`config.mk`:
```
export PLATFORM = sky130hd
export DESIGN_NAME = trap_sequencer
export DESIGN_NICKNAME = d
export VERILOG_FILES = /design/src/rtl/trap_pkg.sv /design/src/rtl/trap_sequencer.sv
export SDC_FILE = /design/constraint.sdc
export NUM_CORES = 1
export LEC_CHECK = 0
export ABC_CLOCK_PERIOD_IN_PS = 1600
export CELL_PAD_IN_SITES_DETAIL_PLACEMENT = 0
export CELL_PAD_IN_SITES_GLOBAL_PLACEMENT = 1
export CORE_ASPECT_RATIO = 0.75
export CORE_MARGIN = 10
export CORE_UTILIZATION = 33
export DETAILED_ROUTE_END_ITERATION = 16
export PLACE_DENSITY_LB_ADDON = 0.1
export SLEW_MARGIN = 5
export SYNTH_ARGS = -nofsm -noshare
export SYNTH_HDL_FRONTEND = slang
export SYNTH_SLANG_ARGS = --single-unit
```
`constraint.sdc`:
```
create_clock -name clk -period 1.6 [get_ports clk]
set_input_delay 0.32 -clock clk [delete_from_list [all_inputs] [get_ports clk]]
set_output_delay 0.32 -clock clk [all_outputs]
set_load 0.05 [all_outputs]
```
`src/rtl/trap_pkg.sv`:
```
// Shared types and defaults for the trap sequencer: FSM states, trap cause codes,
// and the boot/vector addresses.
package trap_pkg;

  typedef enum logic [1:0] {
    KERNEL = 2'd0,
    USER   = 2'd1,
    FLUSH  = 2'd2,
    VECTOR = 2'd3
  } state_t;

  localparam logic [1:0] CAUSE_NONE        = 2'd0;
  localparam logic [1:0] CAUSE_ILLEGAL_PC  = 2'd1;
  localparam logic [1:0] CAUSE_ILLEGAL_MEM = 2'd2;
  localparam logic [1:0] CAUSE_SYSCALL     = 2'd3;

  localparam logic [15:0] VEC_BASE_DEFAULT   = 16'h0010;
  localparam logic [15:0] USER_START_DEFAULT = 16'h0100;

  // Each cause gets a 4-byte slot above the vector base.
  function automatic logic [15:0] vector_addr(input logic [15:0] base, input logic [1:0] c);
    return base + {12'd0, c, 2'b00};
  endfunction

endpackage

```
`src/rtl/trap_sequencer.sv`:
```
// Trap sequencer: takes user-mode faults and syscalls into kernel mode through a
// flush/vector sequence, and returns to user mode on rte. All outputs are registered.
//
// state  | meaning
// KERNEL | kernel mode; trap events ignored, waits for rte
// USER   | user mode; samples illegal_pc/illegal_mem/syscall
// FLUSH  | one-cycle pipeline flush after an accepted trap
// VECTOR | one-cycle redirect to the handler vector
module trap_sequencer
  import trap_pkg::*;
#(
  parameter logic [15:0] VEC_BASE   = VEC_BASE_DEFAULT,
  parameter logic [15:0] USER_START = USER_START_DEFAULT
) (
  input  logic        clk,
  input  logic        rst_n,
  input  logic        illegal_pc,
  input  logic        illegal_mem,
  input  logic        syscall,
  input  logic        rte,
  input  logic [15:0] fault_pc,
  output logic        mode,
  output logic        flush,
  output logic        redirect,
  output logic [15:0] redirect_pc,
  output logic [15:0] epc,
  output logic [1:0]  cause,
  output logic [7:0]  fault_count
);

  state_t      state, state_nxt;
  logic        mode_nxt, flush_nxt, redirect_nxt;
  logic [15:0] redirect_pc_nxt, epc_nxt;
  logic [1:0]  cause_nxt;
  logic [7:0]  fault_count_nxt;

  always_ff @(posedge clk) begin
    if (!rst_n) begin
      state       <= KERNEL;
      mode        <= 1'b1;
      flush       <= 1'b0;
      redirect    <= 1'b0;
      redirect_pc <= 16'h0000;
      epc         <= USER_START;
      cause       <= CAUSE_NONE;
      fault_count <= 8'h00;
    end else begin
      state       <= state_nxt;
      mode        <= mode_nxt;
      flush       <= flush_nxt;
      redirect    <= redirect_nxt;
      redirect_pc <= redirect_pc_nxt;
      epc         <= epc_nxt;
      cause       <= cause_nxt;
      fault_count <= fault_count_nxt;
    end
  end

  always_comb begin
    state_nxt       = state;
    mode_nxt        = mode;
    flush_nxt       = 1'b0;
    redirect_nxt    = 1'b0;
    redirect_pc_nxt = redirect_pc;
    epc_nxt         = epc;
    cause_nxt       = cause;
    fault_count_nxt = fault_count;

    unique case (state)
      USER: begin
        // Faults win over a simultaneous rte; rte alone in user mode does nothing.
        if (illegal_pc || illegal_mem || syscall) begin
          if (illegal_pc)       cause_nxt = CAUSE_ILLEGAL_PC;
          else if (illegal_mem) cause_nxt = CAUSE_ILLEGAL_MEM;
          else                  cause_nxt = CAUSE_SYSCALL;
          if ((illegal_pc || illegal_mem) && fault_count != 8'hFF)
            fault_count_nxt = fault_count + 8'd1;
          epc_nxt   = fault_pc;
          mode_nxt  = 1'b1;
          flush_nxt = 1'b1;
          state_nxt = FLUSH;
        end
      end
      FLUSH: begin
        redirect_nxt    = 1'b1;
        redirect_pc_nxt = vector_addr(VEC_BASE, cause);
        state_nxt       = VECTOR;
      end
      VECTOR: begin
        state_nxt = KERNEL;
      end
      KERNEL: begin
        if (rte) begin
          redirect_nxt    = 1'b1;
          redirect_pc_nxt = epc;
          mode_nxt        = 1'b0;
          cause_nxt       = CAUSE_NONE;
          state_nxt       = USER;
        end
      end
      default: state_nxt = KERNEL;
    endcase
  end

endmodule

```
==> summary.txt <==
Outcome
  – Status: finished clean

Finish
  – Share of layout cells above drive strength 1: 0.2955
  – Multi-input combinational cell area: 905.9 sq um
  – Final Cell Area: 0.003007 sq mm
  – Filler cell count in the final layout: 545
  – Antenna cell count: 0
  – Most frequent cells in the layout: dfxtp_1 (47), buf_4 (47), nand2_1 (40), clkdlybuf4s50_1 (21), nor2_1 (19)
  – Nets: 316
  – Finished Core Util: 0.5188
  – Non-filler cells, final: 369
  – Area growth from synthesis to layout: 53.55%
  – FF+latch area: 940.9 sq um

Clocking
  – Clk_lat worst skew: 0.29 ns
  – H-Tree Depth: 2
  – Resize count post-CTS: 0
  – CTS tree: yes
  – Clock sink count: 47
  – Root buffer cell: clkbuf_8
  – Longest Clk Path Bufs: 2
  – Setup bufs post-CTS: 0
  – CTS Hold Buffers Added: 0
  – Clock Pin Slew Worst Setup and Hold Paths: 0.09 ns
  – CTS buffer count: 5

Place
  – DP HPWL: 4.168 mm
  – Placed cell areas: 0.002869 sq mm
  – Pre-CTS setup slack: -0.1450 ns
  – I/O Buffers: 66
  – GPL Wtd Cong: 0.7414
  – Cell count after placement: 361

STA
  – Pins Over Slew Limit: 0
  – Worst slew pin tran: 0.3833 ns
  – Final setup viols: 0
  – RSZ-0062 raised after global routing: yes
  – TNS Setup: 0 ns
  – Clock Skew: 0.002705 ns
  – Fin worst setup slack: 0.08686 ns
  – Crit path time final: 1.513 ns
  – Fin crit share: 0.9457
  – Fmax: 0.6609 GHz
  – Rel. slew slack: 0.7444
  – Hold Fails Final Rpt: 0
  – Worst Hold Slack: 0.4807 ns

Drt
  – Final Routed Wirelength: 5.557 mm
  – Vias/cell: 4.751
  – Detail Route Antenna Nets: 0
  – WL per Instance: 15.06 microns
  – Drc violations: 0
  – DRT iter0 DRCs: 87
  – DR vias: 1753
  – Pre-antenna DRT Iters: 4

Die
  – Core area: 0.005796 sq mm
  – Rows: 24
  – Die area: 0.009447 sq mm
  – I/O pins: 67
  – Chip height: 86.71 microns
  – Die X: 108.9 microns
  – Starting Density: 0.3379

Flow run
  – # Max-Cap Violations: 0

Global route
  – Initial antenna violation count: 0
  – Overflow after GRT: 0
  – First-pass GRT wire length: 9.177 mm
  – Total GRT Usage: 0.1199
  – Vias in the first global route: 1697
  – Largest net degree at the start of global routing: 26

Setup path
  – CP Class: flip-flop to flip-flop
  – Startpoint types: flip-flop
  – Nature of the critical path endpoint: flip-flop
  – Critical-path maximum fanout: 7
  – Crit path DAT: 1.74 ns
  – Worst EP required: 1.83 ns

Synth
  – Library cells used by synthesis: 46
  – Async SR Flop Fraction: 0
  – Avg Inst Size Synth: 9.236 sq um
  – Seq/Total Area, Yosys: 0.4805
  – Netlist Area Pre-Place: 0.001958 sq mm
  – Seq cells post-synth: 47
  – Mapped Nets: 238
  – YS warnings: 0
  – Cells after Synth: 212
  – Number of enable flip-flop cells after synthesis: 0
  – Most used DFF post-synth: dfxtp_1

Pwr
  – Power Density: 1720 mW/mm^2
  – Peak supply drop: 994.3 uV
  – Final Power: 5.172 mW
  – Pleak: 1.196 nW

Min path
  – Tightest Hold Check Type: flip-flop to flip-flop
==> critical path: stages, from the launching register on <==
cell and delay [ns]:
dfxtp_1 0.35, inv_1 0.08, ha_2 0.24, buf_4 0.16, or4_1 0.51, o21ai_1 0.10
==> flip-flops by register name, indices dropped and copies added, names as in the netlist <==
signal / flops
redirect_pc: 16
state: 2
mode: 1
flush: 1
fault_count: 8
redirect: 1
cause: 2
epc: 16
==> worst paths after layout <==
check,slack [ns],startpoint,end,cells past startpoint
setup / recovery,0.09,state[0],cause[1],5
hold / removal,0.48,epc[14],epc[14],2
setup reg to reg,0.09,state[0],cause[1],5
hold reg to reg,0.48,epc[14],epc[14],2
==> area by class of cell <==
type,count,area share
repair buffers,85,0.3005
well taps,78,0.03246
clock buffers,6,0.02414
clock inverters,2,0.01998
inverters,7,0.008739
multi-input cells,144,0.3013
flip-flops and latches,47,0.3129
==> cell families (layout without fill, tap and decap cells) <==
| family | count (synthesis) | after routing | share of synthesized area |
|---|---|---|---|
| AND/OR/NAND/NOR | 77 | 77 | 0.1834 |
| buffers and inverters | 21 | 100 | 0.05942 |
| adder cells (fa/ha/maj) | 4 | 4 | 0.02556 |
| multiplexers | 7 | 7 | 0.03642 |
| AO/OA/AOI/OAI | 56 | 56 | 0.2147 |
| flip-flops | 47 | 47 | 0.4805 |
==> report_power, final <==
part | internal, mW | total, mW | switching, mW
clock network | 0.625 | 1.02 | 0.398
logic | 0.985 | 2.55 | 1.56
registers | 1.41 | 1.60 | 0.187
==> metal layers <==
metal  vias up  track usage  share of wire
li1        908            -              -
met1       793       0.1640           0.49
met3         5      0.04818          0.079
met2        47       0.1702           0.43
met4         0      0.02867         0.0072
met5         -            0              0
==> cell usage after synthesis, types with 2 or more instances <==
master,number,area share
nor3_1,3,0.0077
nand2b_1,2,0.0064
buf_2,3,0.0077
nor2_1,19,0.036
a211oi_1,4,0.015
ha_1,4,0.026
clkbuf_1,5,0.0096
a21oi_2,3,0.013
buf_6,3,0.017
nand3_1,2,0.0051
o211ai_1,2,0.0077
dfxtp_1,47,0.48
o21ai_0,4,0.010
buf_4,3,0.012
nand2_1,40,0.077
inv_1,6,0.012
a21oi_1,16,0.041
mux2i_1,6,0.031
a22oi_1,13,0.050
Note: power is estimated with default switching activity, not from simulation.
